<file path="src/rtl/uart_rx_path.sv">
// 16x-oversampled 8N1 UART receiver feeding a receive FIFO with registered read data.
// Define UART_RX_BREAK_EN to enable break detection on break_det; otherwise it is tied low.
module uart_rx_path #(
  parameter int FIFO_DEPTH = 8,
  parameter int DATA_WIDTH = 8
) (
  input  logic                          uart_clk,
  input  logic                          rst,
  input  logic                          baud_tick,
  input  logic                          rx_serial,
  input  logic                          rd_en,
  output logic [DATA_WIDTH-1:0]         rd_data,
  output logic                          rx_empty,
  output logic                          rx_full,
  output logic [$clog2(FIFO_DEPTH):0]   rx_level,
  output logic                          rx_active,
  output logic                          frame_err,
  output logic                          overrun,
  output logic                          break_det
);
  localparam int AW = $clog2(FIFO_DEPTH);
  localparam int LW = AW + 1;

  typedef enum logic [2:0] {IDLE, START, DATA, STOP, WAIT_HIGH} state_t;

  state_t                state, state_nxt;
  logic [3:0]            tick_cnt, tick_cnt_nxt;
  logic [2:0]            bit_cnt, bit_cnt_nxt;
  logic [DATA_WIDTH-1:0] shreg, shreg_nxt;
  logic                  push, bad_stop;
  logic                  rx_meta_p0, rx_sync_p1;

  logic [DATA_WIDTH-1:0] mem [FIFO_DEPTH];
  logic [AW-1:0]         wr_ptr, rd_ptr;
  logic                  pop, wr;

  // stage p0/p1: line synchronizer, idles high so reset cannot fake a start bit
  always_ff @(posedge uart_clk or posedge rst) begin
    if (rst) begin
      rx_meta_p0 <= 1'b1;
      rx_sync_p1 <= 1'b1;
    end else begin
      rx_meta_p0 <= rx_serial;
      rx_sync_p1 <= rx_meta_p0;
    end
  end

  always_ff @(posedge uart_clk or posedge rst) begin
    if (rst) begin
      state    <= IDLE;
      tick_cnt <= '0;
      bit_cnt  <= '0;
    end else begin
      state    <= state_nxt;
      tick_cnt <= tick_cnt_nxt;
      bit_cnt  <= bit_cnt_nxt;
    end
  end

  always_ff @(posedge uart_clk) begin
    shreg <= shreg_nxt;
  end

  always_comb begin
    state_nxt    = state;
    tick_cnt_nxt = tick_cnt;
    bit_cnt_nxt  = bit_cnt;
    shreg_nxt    = shreg;
    push         = 1'b0;
    bad_stop     = 1'b0;
    if (baud_tick) begin
      case (state)
        IDLE: begin
          if (!rx_sync_p1) begin
            state_nxt    = START;
            tick_cnt_nxt = '0;
          end
        end
        START: begin
          if (tick_cnt == 4'd7) begin
            tick_cnt_nxt = '0;
            bit_cnt_nxt  = '0;
            state_nxt    = rx_sync_p1 ? IDLE : DATA;
          end else begin
            tick_cnt_nxt = tick_cnt + 4'd1;
          end
        end
        DATA: begin
          if (tick_cnt == 4'd15) begin
            tick_cnt_nxt = '0;
            shreg_nxt    = {rx_sync_p1, shreg[DATA_WIDTH-1:1]};
            if (bit_cnt == 3'(DATA_WIDTH - 1))
              state_nxt = STOP;
            else
              bit_cnt_nxt = bit_cnt + 3'd1;
          end else begin
            tick_cnt_nxt = tick_cnt + 4'd1;
          end
        end
        STOP: begin
          if (tick_cnt == 4'd15) begin
            tick_cnt_nxt = '0;
            if (rx_sync_p1) begin
              push      = 1'b1;
              state_nxt = IDLE;
            end else begin
              bad_stop  = 1'b1;
              state_nxt = WAIT_HIGH;
            end
          end else begin
            tick_cnt_nxt = tick_cnt + 4'd1;
          end
        end
        WAIT_HIGH: ;
        default: state_nxt = IDLE;
      endcase
    end
    // a held-low line after a bad stop must not be mistaken for a new start bit
    if (state == WAIT_HIGH && rx_sync_p1)
      state_nxt = IDLE;
  end

  assign rx_active = (state != IDLE);

  always_ff @(posedge uart_clk or posedge rst) begin
    if (rst) begin
      frame_err <= 1'b0;
      overrun   <= 1'b0;
    end else begin
      frame_err <= bad_stop;
      overrun   <= push && rx_full && !pop;
    end
  end

`ifdef UART_RX_BREAK_EN
  always_ff @(posedge uart_clk or posedge rst) begin
    if (rst)
      break_det <= 1'b0;
    else
      break_det <= bad_stop && (shreg == '0);
  end
`else
  assign break_det = 1'b0;
`endif

  assign rx_empty = (rx_level == '0);
  assign rx_full  = (rx_level == LW'(FIFO_DEPTH));
  assign pop      = rd_en && !rx_empty;
  // a pop frees the slot this cycle, so a push into a full FIFO still lands
  assign wr       = push && (!rx_full || pop);

  always_ff @(posedge uart_clk) begin
    if (wr)
      mem[wr_ptr] <= shreg;
  end

  always_ff @(posedge uart_clk or posedge rst) begin
    if (rst) begin
      wr_ptr   <= '0;
      rd_ptr   <= '0;
      rx_level <= '0;
      rd_data  <= '0;
    end else begin
      if (wr)
        wr_ptr <= wr_ptr + AW'(1);
      if (pop) begin
        rd_ptr  <= rd_ptr + AW'(1);
        rd_data <= mem[rd_ptr];
      end
      case ({wr, pop})
        2'b10:   rx_level <= rx_level + LW'(1);
        2'b01:   rx_level <= rx_level - LW'(1);
        default: rx_level <= rx_level;
      endcase
    end
  end

endmodule

</file>
<file path="config.mk">
export PLATFORM = sky130hd
export DESIGN_NAME = uart_rx_path
export DESIGN_NICKNAME = d
export VERILOG_FILES = /design/src/rtl/uart_rx_path.sv
export SDC_FILE = /design/constraint.sdc
export NUM_CORES = 1
export LEC_CHECK = 0
export CAP_MARGIN = 20
export CORE_MARGIN = 4
export CORE_UTILIZATION = 60
export CTS_CLUSTER_DIAMETER = 30
export CTS_CLUSTER_SIZE = 28
export DETAILED_ROUTE_END_ITERATION = 8
export PLACE_DENSITY_LB_ADDON = 0.2
export SYNTH_ARGS = -nofsm -noshare
export SYNTH_HDL_FRONTEND = slang
export SYNTH_SLANG_ARGS = --single-unit
</file>
<file path="constraint.sdc">
create_clock -name uart_clk -period 4.9 [get_ports uart_clk]
set_input_delay 0.735 -clock uart_clk [delete_from_list [all_inputs] [get_ports uart_clk]]
set_output_delay 0.735 -clock uart_clk [all_outputs]
set_load 0.01 [all_outputs]
</file>
[Word level (Yosys, flattened, before mapping)]
Memory sizes are Yosys's and may differ from the RTL's. A register that Yosys moved wholly into a read port is not among the register bits.
Cells that the tools add are included.
Storage, ports and cells
  memory bits (writable): 64
  register bits after elaboration: 32
  word-level logic and storage cells: 88
  memories: 1
Memories
  mem: depth 8, bits a word 8, read ports 1, clocked after memory_dff 1, write ports 1, RTL line 33  | logic [DATA_WIDTH-1:0] mem [FIFO_DEPTH];
Operators by class
  mux-type cells: 29
  reductions and logical operators: 21
  equal/unequal tests: 20
  $add $sub $neg: 6
Operator list (count)
  two-way mux 3 bit: 11
  inequality test 3 bit, second input constant: 5
  case mux 3 bit (5 select lines): 1
  two-way mux 4 bit: 3
  case mux 4 bit (3 select lines): 1
  two-way mux 1 bit: 10
  adder 3 x 1 -> 3 bit, second input constant: 3
  adder 4 x 1 -> 4 bit, second input constant: 2
  equality test 4 bit, second input constant: 2
  inequality test 2 bit, second input constant: 4
  case mux 4 bit (2 select lines): 1
  AND reduction 7 bit: 1
  equality test 3 x 2 -> 1 bit, second input constant: 2
  equality test 3 bit, second input constant: 2
  case mux 3 bit (2 select lines): 1
  AND reduction 3 bit: 2
  nonzero test 2 bit: 3
  nonzero test 3 bit: 2
  logical AND 1 bit: 5
  AND reduction 5 bit: 1
  equality test 4 x 3 -> 1 bit, second input constant: 1
  logical NOT 4 bit: 1
  subtractor 4 x 1 -> 4 bit, second input constant: 1
  equality test 3 x 1 -> 1 bit, second input constant: 1
  8 further kinds: 10

[Depth between registers and ports, before layout]
  word-level depth: 7
  gate-level depth with buffers: 9

[Worst setup path before layout]
OpenSTA, ideal clock, no wires.
  path kind: input -> register
  start point: input baud_tick
  end point: memory mem[0][0], enable pin
  buffers on the path: 0
  arrival: 2.067 ns
  stages on the path: 4
  setup time: 0.383 ns
  slack: 2.450 ns
  cell sequence: nand3b_4 -> a2111oi_4 -> nand2b_1 -> nor3_1
On the way
  cells in the longest elaborated chain, start to end: 4
RTL lines
  start, declared: RTL line 9  | input logic baud_tick,
  two-way mux 1 bit: RTL line 71  | if (baud_tick) begin
  logical AND 1 bit: RTL line 150  | assign wr = push && (!rx_full || pop);
  two-way mux 1 bit: RTL line 153  | if (wr)
  two-way mux 1 bit (implied by the code): RTL line 154  | mem[wr_ptr] <= shreg;
  end, declared: RTL line 33
No other way between the ends.

[Worst setup path in the final report]
  start point: input baud_tick
  end point: memory mem[0][4], enable pin
Same word-level chain as after synthesis.

==> key figures <==
Critical path
  – RR Endpoint: mem[0][4]$_DFFE_PP_
  – Crit Reg-Reg Startpoint: tick_cnt[0]$_DFFE_PP0P_
  – CP max FO: 8
  – CP delay by family, top: simple AND/OR/NAND/NOR gates
  – Critical path buffers and inverters: 1
  – CP peak stage delay: between 0.8 and 0.9 ns
  – Worst reg2reg setup slack: roughly 2.1 ns
  – CP Class: in2reg
  – Slowest cell on the critical path: nor3_1
  – Startpoint Class: primary input
  – CP Capture Type: flip-flop
  – CP Cell Sequence: clkdlybuf4s50_1, nand3b_4, a2111oi_4, nand2b_1, nor3_1
  – Critical Path AT: approximately 3.1 ns
  – R2R cell count: 5
  – CP Data Required Time: 4.89 ns

Place
  – Pre-CTS WS: about 1.5 ns
  – GP Congestion: between 0.8 and 0.9
  – Placed cell count: around 380
  – DP HPWL: just over 5 mm
  – Count of input and output buffers: 21

STA
  – Slew headroom: 31.37%
  – Min Clock Period, post-route: slightly above 3 ns
  – Fmax: ~0.33 GHz
  – Worst Tran Pin Value: roughly 1.0 ns
  – Final period util: 62.49%
  – Final hold viol count: 0
  – Final setup fails: 0
  – RSZ-0062 raised after global routing: false
  – Setup TNS: 0 ns
  – Setup slack after layout: between 1.5 and 2 ns
  – Clock Skews: slightly above 0.01 ns
  – Max-slew violation count: 0

Synthesis
  – Mapped Nets: ~280
  – Post-synth top flop: edfxtp_1
  – Number of enable flip-flop cells after synthesis: slightly above 70
  – Area contributors post-synth: edfxtp_1, dfrtp_1, mux4_2
  – Commonest cells post-synth: edfxtp_1, dfrtp_1, nand2_1, nor2_1, mux4_2
  – Ys async rst share: 30.77%
  – Register area share after synthesis: roughly 67%
  – Post-synth cell types: between 50 and 60
  – Gate Count Post-Synth: approximately 270
  – Yosys top cell by area: edfxtp_1
  – Cell Area, Synth: 4400 um^2
  – Syn_area_per_cell: approximately 16 um^2
  – Count leader, synth: edfxtp_1
  – Ys Warns: 0
  – FF+latch count, synth: ~100
  – Top-area cell type share of the netlist area: between 40% and 50%

Finish
  – Diode count: 0
  – Area of the multi-input gates: 1344 um^2
  – Final nets: ~310
  – Fill cell count: approximately 440
  – Core Util, Final: a little over two thirds
  – Layout cell share with drive strength beyond 1: 17.51%
  – Register area: ~3000 um^2
  – Final std cells w/o fill: slightly below 400
  – P&R area growth vs syn: 11.29%

Clock tree
  – Worst-case clock buffer depth: 2
  – Post-CTS sizing: 0
  – CTS Buf Count: 9
  – Root buffer cell: clkbuf_8
  – Post-CTS Setup Bufs: 0
  – H-tree Lvls: 3
  – Clock latency on the worst-skew pair: around 0.36 ns
  – Reg clk slew, reported paths: about 0.090 ns
  – Clk sinks: 104
  – Hold buffers post-CTS: 0
  – TritonCTS clock tree: built

Power and ir drop
  – Sequential share of power: approximately half
  – Peak VDD IR: 0.3020 mV
  – Comb power frac: roughly 30%
  – Switching share of power: between 30% and 40%
  – Overall Power: 2412 uW
  – P_int: approximately 1600 uW
  – Clock power frac: between 20% and 30%
  – LEAKAGE: ~0.0018 uW
  – Switching pwr: 763.7 uW
  – Pwr dens: ~500 nW/um^2

Routing
  – Iteration-0 DRC count of the detailed router: between 100 and 150
  – Remaining antenna violation count: 0
  – Drt drc: 0
  – Via Count: ~2300
  – 1st-pass router iterations: 4
  – Detailed Route WL: ~7.3 mm
  – Vias per inst: about 6
  – Post-DR wirelength/cell: approximately 19 um

Floorplan
  – Starting Density: between 60% and 70%
  – Core box area: approximately 6900 um^2
  – Die ar.: between 8000 and 9000 um^2
  – Num ports: 23
  – DIE HEIGHT: roughly 94 um
  – Die width: between 90 and 100 um
  – Rows: 30

Outcome
  – Status: finished, final reports clean

Min path
  – Worst min-delay path class: reg2reg
  – Worst Hold Launch: rx_meta_p0$_DFF_PP1_
  – Hold depth: 0
  – Hold EP: rx_sync_p1$_DFF_PP1_

GRT
  – Overflow left after global routing: 0
  – Largest net degree at the start of global routing: 33
  – First-pass GRT wire length: between 10 and 15 mm
  – Antenna violations before repair: 0
  – GRT Resource Usage Total: about a fifth
  – Number of global-route vias before repair: between 2000 and 2500

Run
  – Max-cap viol count: 0
power by group through the flow:
| stage | clock network, uW | logic, uW | registers (uW) |
|---|---|---|---|
| finish | 488 | 725 | 1200 |
| global route | 545 | 791 | 1230 |
| CTS | 501 | 686 | 1230 |
| detailed placement | 0 | 682 | 1250 |
| global placement | 0 | 659 | 1240 |
| floorplan | 0 | 566 | 1130 |
state kept, by name (all words and copies together), names as in the netlist:
name        cells
mem            64
rx_meta_p0      1
rx_sync_p1      1
state           3
rx_level        4
frame_err       1
wr_ptr          3
tick_cnt        4
bit_cnt         3
overrun         1
rd_ptr          3
rd_data         8
shreg           8
cell usage in the layout, fill, tap and decap left out, types with 9 or more instances in the layout:
| master | instances |
|---|---|
| mux2i_1 | 9 |
| mux4_2 | 16 |
| clkdlybuf4s50_1 | 21 |
| nor2_1 | 18 |
| nand2_1 | 18 |
| a21oi_1 | 12 |
| clkbuf_8 | 10 |
| dfrtp_1 | 30 |
| edfxtp_1 | 72 |
metrics by stage:
stage	hold slack, ns	instance area, um^2
3_3_place_gp	0.3476	4688
3_5_place_dp	0.3494	4688
2_1_floorplan	0.3452	4400
4_1_cts	0.3625	4870
5_1_grt	0.3694	4897
6_report	0.3618	4897
worst register-to-register path, stage by stage (launching register included):
cell and delay, ns:
dfrtp_1 0.41, ha_1 0.33, nand3_4 0.18, a2111oi_4 0.45, nand2b_1 0.23, nor3_1 0.83
worst max path at each step:
stage / slack, ns / startpoint / cells after the start / endpoint
2_1_floorplan: 2.45 / baud_tick / 4 / mem[0][0]$_DFFE_PP_
3_3_place_gp: 1.61 / baud_tick / 5 / mem[0][0]$_DFFE_PP_
4_1_cts: 1.85 / baud_tick / 5 / mem[0][2]$_DFFE_PP_
3_5_place_dp: 1.48 / baud_tick / 5 / mem[0][1]$_DFFE_PP_
6_report: 1.84 / baud_tick / 5 / mem[0][4]$_DFFE_PP_
5_1_grt: 1.66 / baud_tick / 5 / mem[0][1]$_DFFE_PP_
cell type report:
| type | instances | area share, % |
|---|---|---|
| multi-input cells | 145 | 27.44 |
| flip-flops and latches | 104 | 60.55 |
| inverters | 7 | 0.5365 |
| clock inverters | 6 | 0.8942 |
| repair buffers | 25 | 5.314 |
| well taps | 96 | 2.453 |
| clock buffers | 10 | 2.810 |
layer usage:
metal,GRT usage (%),routed length [um]
met5,0,0
met4,8.303,119
met3,2.655,270
met1,27.91,3401
met2,27.34,3540
cells by family (layout without fill, tap and decap cells):
kind of cell | after synthesis | in the layout | synth area share (%)
muxes | 28 | 28 | 11.09
AOI/OAI and AO/OA | 35 | 35 | 7.194
xor gates and xnor gates | 7 | 7 | 1.393
and+or+nand+nor | 66 | 66 | 8.331
buffers and inverters | 20 | 48 | 2.076
DFF | 104 | 104 | 67.39
adders and majority gates | 8 | 8 | 2.445
other | 1 | 1 | 0.08522
(Power assumes the default switching activity.)
